==> config.mk <==
export PLATFORM = sky130hd
export DESIGN_NAME = pc_fetch_unit_flat
export DESIGN_NICKNAME = d
export VERILOG_FILES = /design/src/rtl/cpu_pkg.sv /design/src/rtl/pc_fetch_unit_if.sv /design/src/rtl/pc_fetch_unit.sv /design/src/flat_wrapper.sv
export SDC_FILE = /design/constraint.sdc
export NUM_CORES = 1
export LEC_CHECK = 0
export CORE_ASPECT_RATIO = 0.75
export CORE_UTILIZATION = 41
export CTS_CLUSTER_SIZE = 14
export DETAILED_ROUTE_END_ITERATION = 12
export PLACE_DENSITY = 0.8
export SETUP_SLACK_MARGIN = 0.5
export SYNTH_ARGS = -nofsm -noshare
export SYNTH_HDL_FRONTEND = slang
export SYNTH_SLANG_ARGS = --single-unit
==> constraint.sdc <==
create_clock -name CLK -period 4.21 [get_ports CLK]
set_input_delay 1.0525 -clock CLK [delete_from_list [all_inputs] [get_ports CLK]]
set_output_delay 1.0525 -clock CLK [all_outputs]
set_load 0.01 [all_outputs]
==> src/rtl/cpu_pkg.sv <==
`default_nettype none
// ============================================================================
// Module      : cpu_pkg
// Description : Shared CPU types and constants. Provides the datapath width,
//               the default reset PC, the fetch state encoding and an
//               alignment helper.
// Revision    : 1.0 - initial release
// ============================================================================
package cpu_pkg;

    localparam int XLEN = 32;

    // Boot address used when the integrator does not override RESET_PC.
    localparam logic [XLEN-1:0] DEFAULT_RESET_PC = 32'h0000_0000;

    // Fetch sequencer states. HALTED and FAULT are only left through reset.
    typedef enum logic [2:0] {
        ST_IDLE   = 3'd0,
        ST_REQ    = 3'd1,
        ST_VALID  = 3'd2,
        ST_HALTED = 3'd3,
        ST_FAULT  = 3'd4
    } fetch_state_e;

    // Instructions are 32-bit words, so any set low address bit is a fault.
    function automatic logic is_misaligned(input logic [1:0] addr_lsbs);
        return (addr_lsbs != 2'b00);
    endfunction

endpackage
`default_nettype wire

==> src/rtl/pc_fetch_unit_if.sv <==
`default_nettype none
// ============================================================================
// Module      : pc_fetch_unit_if
// Description : Instruction-memory read channel between the fetch unit
//               (master) and instruction memory (slave). The request is held
//               until the memory answers with imem_ready.
// Revision    : 1.0 - initial release
// ============================================================================
interface pc_fetch_unit_if;
    import cpu_pkg::*;

    logic            imem_req;
    logic [XLEN-1:0] imem_addr;
    logic            imem_ready;
    logic [XLEN-1:0] imem_rdata;

    // Fetch side: drives the request and address, consumes the response.
    modport master (
        output imem_req,
        output imem_addr,
        input  imem_ready,
        input  imem_rdata
    );

    // Memory side: observes the request and returns the instruction word.
    modport slave (
        input  imem_req,
        input  imem_addr,
        output imem_ready,
        output imem_rdata
    );

endinterface
`default_nettype wire

==> src/rtl/pc_fetch_unit.sv <==
`default_nettype none
// ============================================================================
// Module      : pc_fetch_unit
// Description : Architectural program counter and single-outstanding
//               instruction fetch. Requests the word at PC, registers it,
//               offers it to decode and commits PC_new from the next-PC mux
//               when decode accepts. Supports stall, halt and a sticky
//               misalignment fault. All outputs come from registers.
// Revision    : 1.0 - initial release
// ============================================================================
module pc_fetch_unit
    import cpu_pkg::*;
#(
    parameter logic [XLEN-1:0] RESET_PC = DEFAULT_RESET_PC
) (
    input  wire logic            CLK,
    input  wire logic            Reset,
    input  wire logic [XLEN-1:0] PC_new,
    input  wire logic            Stall,
    input  wire logic            Halt,
    pc_fetch_unit_if.master      imem,
    output      logic [XLEN-1:0] PC,
    output      logic [XLEN-1:0] Instr,
    output      logic            Instr_valid,
    output      logic            Fault,
    output      logic [XLEN-1:0] Fetch_count
);

    fetch_state_e    state_q;
    logic [XLEN-1:0] pc_q;
    logic [XLEN-1:0] instr_q;
    logic            fault_q;
    logic [XLEN-1:0] count_q;

    // Decode hands the instruction over on any VALID cycle without stall.
    logic            accept_d;
    assign accept_d = (state_q == ST_VALID) && !Stall;

    // Fetch sequencer plus the PC, instruction, fault and counter registers.
    // Reset is asynchronous so an in-flight response is dropped at once.
    always_ff @(posedge CLK or posedge Reset) begin
        if (Reset) begin
            state_q <= ST_IDLE;
            pc_q    <= RESET_PC;
            instr_q <= '0;
            fault_q <= 1'b0;
            count_q <= '0;
        end else begin
            case (state_q)
                ST_IDLE: begin
                    state_q <= ST_REQ;
                end

                ST_REQ: begin
                    // Request stays up with a stable address until memory answers.
                    if (imem.imem_ready) begin
                        instr_q <= imem.imem_rdata;
                        state_q <= ST_VALID;
                    end
                end

                ST_VALID: begin
                    if (accept_d) begin
                        // Counter wraps naturally at 2^XLEN.
                        count_q <= count_q + 1'b1;
                        if (Halt) begin
                            // Halt wins over a misaligned target; PC stays put.
                            state_q <= ST_HALTED;
                        end else if (is_misaligned(PC_new[1:0])) begin
                            // The bad PC is still committed so software can see it.
                            pc_q    <= PC_new;
                            fault_q <= 1'b1;
                            state_q <= ST_FAULT;
                        end else begin
                            pc_q    <= PC_new;
                            state_q <= ST_REQ;
                        end
                    end
                end

                ST_HALTED: begin
                    state_q <= ST_HALTED;
                end

                ST_FAULT: begin
                    state_q <= ST_FAULT;
                end

                default: begin
                    state_q <= ST_IDLE;
                end
            endcase
        end
    end

    // Outputs are straight decodes of registered state, no input feed-through.
    assign imem.imem_req  = (state_q == ST_REQ);
    assign imem.imem_addr = pc_q;
    assign PC             = pc_q;
    assign Instr          = instr_q;
    assign Instr_valid    = (state_q == ST_VALID);
    assign Fault          = fault_q;
    assign Fetch_count    = count_q;

endmodule
`default_nettype wire
==> src/flat_wrapper.sv <==
// flat-port wrapper written by rule: the top's interface ports become plain ports
module pc_fetch_unit_flat import cpu_pkg::*;
#(
    parameter logic [XLEN-1:0] RESET_PC = DEFAULT_RESET_PC
)
  (CLK, Reset, PC_new, Stall, Halt, PC, Instr, Instr_valid, Fault, Fetch_count, imem_imem_req, imem_imem_addr, imem_imem_ready, imem_imem_rdata);
  pc_fetch_unit_if imem_i ();
  input  wire logic CLK;
  input  wire logic Reset;
  input  wire logic [XLEN-1:0] PC_new;
  input  wire logic Stall;
  input  wire logic Halt;
  output      logic [XLEN-1:0] PC;
  output      logic [XLEN-1:0] Instr;
  output      logic Instr_valid;
  output      logic Fault;
  output      logic [XLEN-1:0] Fetch_count;
  output wire logic [$bits(imem_i.imem_req)-1:0] imem_imem_req;
  output wire logic [$bits(imem_i.imem_addr)-1:0] imem_imem_addr;
  input wire logic [$bits(imem_i.imem_ready)-1:0] imem_imem_ready;
  input wire logic [$bits(imem_i.imem_rdata)-1:0] imem_imem_rdata;
  assign imem_imem_req = imem_i.imem_req;
  assign imem_imem_addr = imem_i.imem_addr;
  assign imem_i.imem_ready = imem_imem_ready;
  assign imem_i.imem_rdata = imem_imem_rdata;
  pc_fetch_unit #(.RESET_PC(RESET_PC)) u_core (.CLK(CLK), .Reset(Reset), .PC_new(PC_new), .Stall(Stall), .Halt(Halt), .imem(imem_i), .PC(PC), .Instr(Instr), .Instr_valid(Instr_valid), .Fault(Fault), .Fetch_count(Fetch_count));
endmodule
# After elaboration in Yosys (flattened, before gate mapping)
# Index checks and enable logic that the tools add are counted.
dict set report totals {
  elab_cells 27
  out_inout_bits 131
  inputBits 69
  register_bits 100
}
dict set report op_classes {
  n_bitwise 1
  eq_ne 6
  mux 5
  reduce_logical 9
  n_addsub 1
}
# operator count
set ops {}
lappend ops {{$add A32 B1 Y32 const B} 1}
lappend ops {{$pmux W3 S5} 1}
lappend ops {{$mux W3} 4}
lappend ops {{$eq A3 B2 Y1 const B} 2}
lappend ops {{$reduce_and A2 Y1} 3}
lappend ops {{$ne A2 B1 Y1 const B} 2}
lappend ops {{$reduce_and A4 Y1} 1}
lappend ops {{$eq A3 B1 Y1 const B} 1}
lappend ops {{$eq A3 B3 Y1 const B} 1}
lappend ops {{$logic_not A3 Y1} 1}
lappend ops {{$reduce_and A3 Y1} 1}
lappend ops {{$reduce_bool A2 Y1} 1}
lappend ops {{$logic_and A1 B1 Y1} 1}
lappend ops {{$logic_not A1 Y1} 1}
lappend ops {{$not A1 Y1} 1}

# Depth between registers and ports, before layout
# Gate-level depths: netlist (run 1).
dict set report logic_depth {
  depth_word 5
  depth_mapped 6
  depth_no_buf 5
}

# Worst setup path before layout (run 1)
# No wires, ideal clock.
dict set report synth_path {
  path_kind {input -> register}
  startpoint {input port Stall}
  endpoint {register u_core.pc_q[0] (netlist: u_core.PC[0])}
  stages 4
  slack_ns 1.866
  arrival_time_ns 2.216
  n_path_buf 1
  required_time_ns 4.082
  setup_time_ns 0.128
  path_cell_list {or3_1 -> nor2_1 -> buf_2 -> mux2_1}
}
dict set report synth_between {
  elab_chain_len 3
}
# item line
set synth_rtl {}
lappend synth_rtl {{start, declared} flat_wrapper.sv:11} ;# input wire logic Stall;
lappend synth_rtl {{$logic_not A1 Y1} pc_fetch_unit.sv:37} ;# assign accept_d = (state_q == ST_VALID) && !Stall;
lappend synth_rtl {{$logic_and A1 B1 Y1} pc_fetch_unit.sv:37}
lappend synth_rtl {{$reduce_and A3 Y1 (no line)} n/a}
lappend synth_rtl {{end signal, assigned} pc_fetch_unit.sv:71} ;# pc_q <= PC_new;
lappend synth_rtl {{end signal, assigned} pc_fetch_unit.sv:75} ;# pc_q <= PC_new;
lappend synth_rtl {{end, declared} pc_fetch_unit.sv:30} ;# logic [XLEN-1:0] pc_q;
# Every way passes these cells.
# A chain may end at the register's enable or synchronous reset.

# Worst setup path after layout (run 1)
dict set report layout_path {
  startpoint {register u_core.state_q[0]}
  endpoint {output port imem_imem_req}
}
dict set report layout_between {
  elab_chain_len 1
}
# item line
set layout_rtl {}
lappend layout_rtl {{start, declared} pc_fetch_unit.sv:29} ;# fetch_state_e state_q;
lappend layout_rtl {{start signal, assigned} pc_fetch_unit.sv:43} ;# state_q <= ST_IDLE;
lappend layout_rtl {{start signal, assigned} pc_fetch_unit.sv:51} ;# state_q <= ST_REQ;
lappend layout_rtl {{start signal, assigned} pc_fetch_unit.sv:58} ;# state_q <= ST_VALID;
lappend layout_rtl {{$eq A3 B1 Y1} pc_fetch_unit.sv:97} ;# assign imem.imem_req = (state_q == ST_REQ);
lappend layout_rtl {{end, declared} flat_wrapper.sv:18} ;# output wire logic [$bits(imem_i.imem_req)-1:0] imem_imem_req;
# Every way passes these cells.

==> qor.log, run 1 <==
qor: synthesis.synthCells 318
qor: cells_and_area.layout.cells.most_common clkdlybuf4s50_1
qor: global_route.grt_antenna_before_repair 0
qor: floorplanning.std_cell_rows 31
qor: hold_path.worst_hold_path_type flop to flop
qor: clock_network.cts_buffers 9
qor: critical_path.cp_data_required_time 3.16 ns
qor: synthesis.yosys.area_share.xor_xnor 0.0634
qor: sta.clock.fmax 355 MHz
qor: global_route.grt.overflow.total 0
qor: placement.number_of_port_buffers 199
qor: power.power.ir.vdd_worst 0.000346 V
qor: floorplanning.ios 200
qor: floorplanning.die_h 90.5 um
qor: clock_network.clock_tree_from_tritoncts built
qor: synthesis.ys_seq_area_frac 0.584
qor: cells_and_area.finalNetCount 558
qor: sta.final.min_clock_period 2.81 ns
qor: clock_network.clock-root-buffer clkbuf_16
qor: synthesis.synthesis.yosys.warnings 0
qor: critical_path.crit_path_end_kind output pin
qor: clock_network.clock_transition_time_at_the_flip_flop_clock_pins_of_the_worst_setup_and_hold_paths 0.07 ns
qor: critical_path.critPathArrivalTime 1.76 ns
qor: synthesis.synthesis.nets 388
qor: placement.place.detailed.hpwl 7470 um
qor: floorplanning.core_footprint 0.00989 mm2
qor: floorplanning.die_x 120 um
qor: placement.place.gp.congestion 0.764
qor: synthesis.synth.lib_cells_used.distinct 31
qor: critical_path.critPathMaxFanout 6
qor: flow_run.max_cap_viol_count 0
qor: clock_network.cts-htree-levels 3
qor: sta.fin_skew 0.00697 ns
qor: cells_and_area.drive_above_1_share 0.0568
qor: detailed_routing.route.detailed.wl_per_inst 16.2 um
qor: sta.grt_setup_unrepaired false
qor: global_route.grt_max_degree 56
qor: run_status.run_status complete, no violations
qor: synthesis.synthSimpleGateAreaFrac 0.101
qor: sta.setup_tns 0 ns
qor: sta.worst_slew_pin_tran 0.599 ns
qor: detailed_routing.drt_drc_violations_left 0
qor: sta.final.period_utilization 0.669
qor: detailed_routing.antenna_violating_nets_post_route 0
qor: sta.final.hold.worst_slack 0.469 ns
qor: sta.report.final.slew_viol_count 0
qor: clock_network.clock_tree.buffer_depth 2
qor: synthesis.post_synth_mux_area_share 0.168
qor: clock_network.cts_post_setup_buffers_inserted 0
qor: detailed_routing.dr_vias 3,040
qor: global_route.groute.usage.overall 0.191
qor: critical_path.startpoint_to_endpoint_class_of_the_critical_path flop to output pin
qor: synthesis.synthAdderAreaFrac 0.00292
qor: detailed_routing.drt_iter0_markers 106
qor: sta.hold_violations 0
qor: detailed_routing.drt-vias-per-instance 4.86
qor: cells_and_area.layout_overhead_on_the_synthesized_area 51.1%
qor: sta.finalSetupViolCount 0
qor: power.power_density 619 mW/mm2
qor: cells_and_area.commonest_cells_after_routing_fill_and_taps_aside 199 x clkdlybuf4s50_1, 100 x dfrtp_1, 60 x mux2_1
qor: synthesis.post_synth_instance_area 0.00428 mm2
qor: power.reported_leakage_power 0.00278 uW
qor: clock_network.cts.repair.resized 0
qor: global_route.wire_length_of_the_first_global_routing_pass 16,300 um
qor: floorplanning.initial_core_util 0.433
qor: synthesis.synth_compound_area_frac 0.00847
qor: detailed_routing.routed_wirelength 10,100 um
qor: clock_network.hold_buffers 0
qor: clock_network.cts_num_sinks 100
qor: floorplanning.die_area 0.0109 mm2
qor: synthesis.avgSynthCellArea 13.5 um2
qor: global_route.first_global_vias 3,028
qor: sta.slew-limit-headroom 0.599
qor: synthesis.ys_seq_elements 100
qor: cells_and_area.num_antenna_cells 0
qor: critical_path.worst_setup_path_start_kind flop
qor: synthesis.synth_top_family_by_area multiplexers
qor: clock_network.clock_latency 0.34 ns
qor: detailed_routing.dr.pass1.iters 6
==> report_power, final <==
group / internal, uW / switching [uW] / total, uW
Combinational: 1070 / 612 / 1680
Clock: 449 / 342 / 790
Sequential: 1300 / 233 / 1530
==> registers in the layout, indices dropped and copies added, names as in the netlist <==
| register | flops |
|---|---|
| u_core.state_q | 3 |
| u_core.Instr | 32 |
| u_core.Fault | 1 |
| u_core.PC | 32 |
| u_core.Fetch_count | 32 |
==> critical path, cell delays in order, from the launching register on <==
cell and delay, ns:
dfrtp_1 0.46, nor3b_1 0.34, clkdlybuf4s50_1 0.62
==> Yosys cell counts, drive strengths merged <==
| cell | instances | area [um2] |
|---|---|---|
| nand2 | 15 | 56.3 |
| mux2 | 64 | 721 |
| a21o | 1 | 7.51 |
| nand2b | 2 | 12.5 |
| nor3 | 2 | 10.0 |
| inv | 2 | 7.51 |
| xnor2 | 20 | 175 |
| nor3b | 1 | 7.51 |
| nand3 | 7 | 35.0 |
| and3 | 9 | 56.3 |
| nor4b | 1 | 23.8 |
| and4 | 7 | 61.3 |
| nor4 | 5 | 31.3 |
| or2 | 1 | 6.26 |
| dfrtp | 100 | 2500 |
| o31ai | 1 | 7.51 |
| or3 | 1 | 6.26 |
| clkbuf | 3 | 11.3 |
| o21ba | 1 | 10.0 |
| o22ai | 1 | 6.26 |
| a21oi | 1 | 5.00 |
| and2 | 3 | 18.8 |
| buf | 40 | 287 |
| xor2 | 11 | 96.3 |
| ha | 1 | 12.5 |
| nor2 | 8 | 30.0 |
| nand4 | 10 | 77.6 |
==> worst paths after layout <==
check	start	to	slack [ns]	cells past startpoint
min in group asynchronous	Reset	u_core.Instr[28]	1.14	2
setup / recovery	u_core.state_q[0]	imem_imem_req	1.40	2
hold reg to reg	u_core.Fault	u_core.Fault	0.47	1
setup reg to reg	u_core.state_q[0]	u_core.Fetch_count[29]	2.15	4
hold / removal	u_core.Fault	u_core.Fault	0.47	1
max in group asynchronous	Reset	u_core.Instr[7]	2.35	3
==> logic make-up after synthesis <==
| family | Yosys count |
|---|---|
| DFF | 100 |
| and+or+nand+nor | 72 |
| muxes | 64 |
| buffers and inverters | 45 |
| xor gates and xnor gates | 31 |
| AOI/OAI and AO/OA | 5 |
| adders and majority gates | 1 |
==> layout make-up <==
class                      instances  area [um2]
tap                              132         165
timing repair buffer             202        2030
clock buffer                      13         270
inverter                           2        10.0
sequential                       100        2500
fill                             740        3420
clock inverter                     3        20.0
multi-input combinational        173        1480
==> metrics by stage <==
| step | std cells | setup WS (ns) | total power (uW) | cell area, um2 | util |
|---|---|---|---|---|---|
| 2_1_floorplan | 318 | 0.539 | 2300 | 4280 | - |
| 3_3_place_gp | 609 | 1.21 | 3200 | 6180 | 0.625 |
| 3_5_place_dp | 609 | 1.14 | 3260 | 6180 | 0.625 |
| 4_1_cts | 625 | 1.37 | 4050 | 6470 | 0.654 |
| 5_1_grt | 625 | 1.30 | 4210 | 6470 | 0.654 |
| 6_report | 625 | 1.40 | 4000 | 6470 | 0.654 |
==> per-layer routing <==
layer	vias to the layer above	share of wire	global-route usage	routed length [um]
li1	1406	-	-	-
met1	1507	0.44	0.250	4460
met2	115	0.49	0.317	5000
met3	12	0.057	0.0499	574
met4	0	0.0083	0.0438	84
met5	-	0	0	0
Note: power is estimated with default switching activity, not from simulation.
==> inputs of run 2 (changes only) <==
- clock period: 4.21 -> 2.8 ns (I/O delays scaled with it)
==> qor.log, run 2 (synthesis results as in run 1) <==
qor: run_status.run_status complete, no violations
qor: placement.postPlaceCellArea 0.00622 mm2 [+0.67%]
qor: placement.place.gp.congestion 0.741 [-2.9%]
qor: floorplanning.core_footprint 0.00989 mm2 [unchanged]
qor: critical_path.cp_data_required_time 3.01 ns [-0.15 ns]
qor: cells_and_area.layout.cell_area.non_filler 0.00652 mm2 [+0.81%]
qor: sta.setup_tns 0 ns [unchanged]
qor: sta.worst_slew_pin_tran 0.524 ns [-0.0751 ns]
qor: clock_network.clock_latency 0.34 ns [about the same]
qor: floorplanning.std_cell_rows 31 [unchanged]
qor: floorplanning.die_area 0.0109 mm2 [unchanged]
qor: floorplanning.die_h 90.5 um [unchanged]
qor: sta.clock.fmax 457 MHz
qor: sta.final.period_utilization 0.781
qor: detailed_routing.dr.pass1.iters 6 [unchanged]
qor: detailed_routing.drt-vias-per-instance 4.90 [+0.79%]
qor: power.power.ir.vdd_worst 0.000492 V [+42%]
qor: clock_network.clock-root-buffer clkbuf_16
qor: critical_path.critPathMaxStageDelay 0.50 ns [-0.12 ns]
qor: global_route.grt.overflow.total 0 [unchanged]
qor: detailed_routing.drt_iter0_markers 107 [+0.94%]
qor: sta.final.min_clock_period 2.19 ns
qor: critical_path.critPathArrivalTime 2.40 ns [+0.64 ns]
qor: critical_path.worst_setup_path_start_kind input pin
qor: hold_path.worst_hold_path_type flop to flop
qor: cells_and_area.num_antenna_cells 0 [unchanged]
qor: critical_path.critPathMaxFanout 32 [+26]
qor: cells_and_area.layout.cells.most_common clkdlybuf4s50_1
qor: sta.hold_violations 0 [unchanged]
qor: cells_and_area.layout_fillers 722 [-2.4%]
qor: clock_network.hold_buffers 0 [unchanged]
qor: global_route.grt_max_degree 45 [-20%]
qor: floorplanning.die_x 120 um [unchanged]
qor: global_route.groute.usage.overall 0.187 [-0.00363]
qor: sta.report.final.slew_viol_count 0 [unchanged]
qor: detailed_routing.routed_wirelength 9820 um [-2.9%]
qor: floorplanning.ios 200 [unchanged]
qor: cells_and_area.drive_above_1_share 0.0648 [+0.00798]
qor: sta.grt_setup_unrepaired false
qor: critical_path.crit_path_end_kind flop
qor: clock_network.cts_post_setup_buffers_inserted 0 [unchanged]
qor: power.power_density 929 mW/mm2 [+50%]
qor: clock_network.clock_tree.buffer_depth 2 [unchanged]
qor: detailed_routing.drt_drc_violations_left 0 [unchanged]
qor: cells_and_area.finalNetCount 560 [+0.36%]
qor: cells_and_area.commonest_cells_after_routing_fill_and_taps_aside 197 x clkdlybuf4s50_1, 98 x dfrtp_1, 60 x mux2_1
qor: critical_path.startpoint_to_endpoint_class_of_the_critical_path input pin to flop
qor: detailed_routing.antenna_violating_nets_post_route 0 [unchanged]
qor: global_route.grt_antenna_before_repair 0 [unchanged]
qor: sta.slew-limit-headroom 0.650 [+0.0510]
qor: placement.place.detailed.hpwl 7330 um [-2.0%]
qor: placement.number_of_port_buffers 199 [unchanged]
qor: flow_run.max_cap_viol_count 0 [unchanged]
qor: detailed_routing.dr_vias 3,069 [+0.95%]
qor: sta.finalSetupViolCount 0 [unchanged]
qor: floorplanning.initial_core_util 0.433 [unchanged]
qor: sta.fin_skew 0.00553 ns [-0.00143 ns]
qor: clock_network.cts_buffers 9 [unchanged]
qor: cells_and_area.layout_overhead_on_the_synthesized_area 52.4%
qor: global_route.first_global_vias 3,001 [-0.89%]
qor: power.reported_leakage_power 0.00281 uW [+1.2%]
qor: clock_network.cts_num_sinks 100 [unchanged]
qor: critical_path.critPathSlowestCell clkdlybuf4s50_1
qor: critical_path.timing.reg2reg.setup_slack 0.90 ns [-1.25 ns]
qor: clock_network.cts-htree-levels 3 [unchanged]
qor: global_route.wire_length_of_the_first_global_routing_pass 15,900 um [-2.0%]
qor: detailed_routing.route.detailed.wl_per_inst 15.7 um [-3.1%]
qor: critical_path.cells_along_the_critical_path clkdlybuf4s50_1 -> or3_1 -> nor2_2 -> buf_12 -> mux2_1
qor: clock_network.clock_transition_time_at_the_flip_flop_clock_pins_of_the_worst_setup_and_hold_paths 0.06 ns [about the same]
qor: clock_network.clock_tree_from_tritoncts built
run 2: changes by cell type in the layout (fill, tap and decap cells not counted), moves of 2 or more:
cell,previous run,this run
dfrtp_1,100,98
clkdlybuf4s50_1,199,197
clkbuf_8,3,1
buf_12,1,3
dfrtp_2,0,2
run 2: worst paths after layout:
check	start	end	cells past startpoint
max	Stall	u_core.PC[6]	5
min	u_core.Fetch_count[31]	u_core.Fetch_count[31]	1
max reg2reg	u_core.state_q[0]	u_core.PC[6]	5
min reg2reg	u_core.Fetch_count[31]	u_core.Fetch_count[31]	1
max in group asynchronous	Reset	u_core.Instr[16]	3
min in group asynchronous	Reset	u_core.PC[8]	2
run 2: cell type report:
class                   count  area, um2  share of cell area
flip-flops and latches    100       2500               0.384
repair buffers            204       2070               0.317
multi-input cells         173       1480               0.227
clock buffers              11        243              0.0372
well taps                 132        165              0.0253
clock inverters             4       50.0             0.00767
inverters                   2       11.3             0.00173
run 2: metrics by stage:
step / setup WS [ns] / utilization / instances / power [uW] / hold slack, ns
detailed placement: 0.283 / 0.629 / 611 / 4900 / 0.469
finish: 0.613 / 0.660 / 626 / 6060 / 0.478
global route: 0.541 / 0.660 / 626 / 6370 / 0.497
CTS: 0.461 / 0.659 / 626 / 6140 / 0.477
floorplan: 0.809 / - / 318 / 3460 / 0.507
global placement: 0.340 / 0.629 / 611 / 4820 / 0.454
run 2: power by group:
part / leakage, uW / total [uW] / switching [uW] / internal [uW]
registers: 0.00126 / 2300 / 348 / 1950
clock network: 0.000138 / 1210 / 502 / 710
logic: 0.00142 / 2540 / 926 / 1620
total: 0.00281 / 6060 / 1780 / 4280
run 2: critical path: cells and delay by family:
kind | cells | cell delay [ns]
simple gates | 2 | 0.59
buf+inv | 2 | 0.72
mux | 1 | 0.37
run 2: per-layer routing:
| layer | vias up | GRT usage | wire, um |
|---|---|---|---|
| li1 | 1413 | - | - |
| met2 | 119 | 0.300 | 4750 |
| met4 | 0 | 0.0604 | 149 |
| met1 | 1522 | 0.249 | 4350 |
| met3 | 15 | 0.0467 | 576 |
| met5 | - | 0 | 0 |
run 2: timing repair:
item,4_1_cts,5_1_grt
pin swaps,0,0
gates resized for setup,3,2
endpoints found under the setup margin,2,1
==> inputs of run 3 (changes only) <==
- CORE_UTILIZATION: 41 -> 37
- PLACE_DENSITY: 0.8 -> 0.76
- clock period: 2.8 -> 1.9 ns (I/O delays scaled with it)
==> qor.log, run 3 (synthesis results as in run 1) <==
qor: run_status.run_status complete, no violations
qor: floorplanning.die_h 95.2 um [+5.1%]
qor: global_route.wire_length_of_the_first_global_routing_pass 18,500 um [+16%]
qor: sta.clock.fmax 547 MHz
qor: clock_network.clock_transition_time_at_the_flip_flop_clock_pins_of_the_worst_setup_and_hold_paths 0.07 ns [about the same]
qor: sta.slew-limit-headroom 0.769 [+0.119]
qor: global_route.groute.layer.met2.usage 0.353 [+0.0528]
qor: sta.grt_setup_unrepaired true
qor: detailed_routing.drt_drc_violations_left 0 [unchanged]
qor: global_route.grt.overflow.total 0 [unchanged]
qor: clock_network.cts_num_sinks 100 [unchanged]
qor: critical_path.startpoint_to_endpoint_class_of_the_critical_path flop to flop
qor: power.power.total 9360 uW [+54%]
qor: clock_network.clock_tree.buffer_depth 2 [unchanged]
qor: clock_network.clock_tree_from_tritoncts built
qor: global_route.groute.usage.overall 0.200 [+0.0129]
qor: critical_path.crit_path_end_kind flop
qor: placement.place_worst_setup_slack -0.350 ns [-0.633 ns]
qor: critical_path.critPathArrivalTime 2.05 ns [-0.35 ns]
qor: sta.final.min_clock_period 1.83 ns
qor: detailed_routing.drt-vias-per-instance 4.81 [-1.9%]
qor: critical_path.critPathMaxFanout 5 [-84%]
qor: floorplanning.ios 200 [unchanged]
qor: sta.final_critical_path_setup_slack 0.0722 ns [-0.540 ns]
qor: critical_path.worst_setup_path_start_kind flop
qor: cells_and_area.finalNetCount 646 [+15%]
qor: global_route.grtUsageMet1 0.253 [+0.00387]
qor: cells_and_area.multi_input_comb_area 0.00184 mm2 [+24%]
qor: placement.place.detailed.hpwl 7510 um [+2.6%]
qor: floorplanning.die_x 126 um [+5.2%]
qor: power.power_density 1260 mW/mm2 [+36%]
qor: global_route.grt_max_degree 56 [+24%]
qor: detailed_routing.drt_iter0_markers 139 [+30%]
qor: critical_path.cp_data_required_time 2.12 ns [-0.89 ns]
qor: sta.hold_violations 0 [unchanged]
qor: clock_network.clock_latency 0.34 ns [about the same]
qor: global_route.grt_antenna_before_repair 0 [unchanged]
qor: detailed_routing.dr_vias 3,467 [+13%]
qor: floorplanning.die_area 0.0120 mm2 [+11%]
qor: cells_and_area.layout_fillers 824 [+14%]
qor: sta.report.final.slew_viol_count 0 [unchanged]
qor: sta.fin_skew 0.00813 ns [+0.00260 ns]
qor: global_route.first_global_vias 3,475 [+16%]
qor: clock_network.hold_buffers 0 [unchanged]
qor: clock_network.clock-root-buffer clkbuf_16
qor: sta.worst_slew_pin_tran 0.347 ns [-0.178 ns]
qor: floorplanning.core_footprint 0.0111 mm2 [+12%]
qor: floorplanning.std_cell_rows 33 [+6.5%]
qor: flow_run.max_cap_viol_count 0 [unchanged]
qor: cells_and_area.layout.cells.most_common dfrtp_1
qor: detailed_routing.antenna_violating_nets_post_route 0 [unchanged]
qor: placement.place.gp.congestion 0.754 [+1.7%]
qor: detailed_routing.route.detailed.wl_per_inst 18.0 um [+15%]
qor: power.reported_leakage_power 0.00385 uW [+37%]
qor: cells_and_area.seq_area 0.00251 mm2 [+0.25%]
qor: hold_path.worst_hold_path_type flop to flop
qor: cells_and_area.drive_above_1_share 0.511 [+0.446]
qor: detailed_routing.dr.pass1.iters 4 [-2]
qor: detailed_routing.routed_wirelength 13,000 um [+32%]
qor: global_route.grt_busiest_layer met2
qor: clock_network.cts_buffers 9 [unchanged]
qor: floorplanning.initial_core_util 0.385 [-0.0474]
qor: cells_and_area.commonest_cells_after_routing_fill_and_taps_aside 93 x dfrtp_1, 90 x buf_2, 67 x clkdlybuf4s50_1
qor: cells_and_area.utilization_after_layout 0.668 [+0.00821]
qor: placement.number_of_port_buffers 199 [unchanged]
qor: cells_and_area.num_antenna_cells 0 [unchanged]
qor: clock_network.cts-htree-levels 3 [unchanged]
qor: sta.final.period_utilization 0.962
qor: sta.finalSetupViolCount 0 [unchanged]
qor: power.power.ir.vdd_worst 0.000590 V [+20%]
qor: cells_and_area.layout_overhead_on_the_synthesized_area 73.2%
qor: global_route.gr-usage-met3 0.0426 [-0.00407]
[run 3: critical path, cell delays in order (launching register included)]
cell       delay [ns]
dfrtp_2          0.45
nand2b_4         0.17
or3_4            0.35
nor2_4           0.14
buf_6            0.15
clkbuf_16        0.15
mux2_1           0.32
[run 3: layout make-up]
type | count | share of cell area
repair buffers | 289 | 0.348
flip-flops and latches | 100 | 0.339
multi-input cells | 174 | 0.248
clock buffers | 11 | 0.0341
well taps | 140 | 0.0236
clock inverters | 5 | 0.00574
inverters | 2 | 0.00152
[run 3: final timing paths]
check                                   from                 to  slack [ns]  depth (start not counted)
hold / removal                  u_core.Fault       u_core.Fault        0.48                          1
setup / recovery           u_core.state_q[0]       u_core.PC[8]        0.07                          6
hold reg to reg                 u_core.Fault       u_core.Fault        0.48                          1
max in group asynchronous              Reset  u_core.state_q[0]        1.02                          3
min in group asynchronous              Reset   u_core.Instr[12]        0.59                          3
setup reg to reg           u_core.state_q[0]       u_core.PC[8]        0.07                          6
[run 3: power by group]
part	internal (uW)	total [uW]	switching, uW
logic	2470	4170	1700
registers	2880	3400	510
clock network	977	1790	813
total	6330	9360	3030
[run 3: repair_timing]
item,in CTS,in global routing
pin swaps,25,25
setup endpoints to repair,229,156
resized for setup,555,66
setup buffers,62,13
cloned,3,3
[run 3: per-layer routing]
metal | part of all wire | vias up | wire, um
li1 | - | 1588 | -
met1 | 0.43 | 1745 | 5540
met2 | 0.52 | 124 | 6720
met3 | 0.048 | 10 | 617
met4 | 0.0071 | 0 | 92
met5 | 0 | - | 0
[run 3: stage by stage]
stage          instance area [um2]  hold WS (ns)  TNS (ns)  std cells
6_report                      7420         0.483         0        721
5_1_grt                       7420         0.502         0        721
4_1_cts                       7070         0.475         0        705
3_5_place_dp                  6360         0.462    -17.44        624
3_3_place_gp                  6360         0.452    -14.98        624
2_1_floorplan                 4390         0.499         0        318
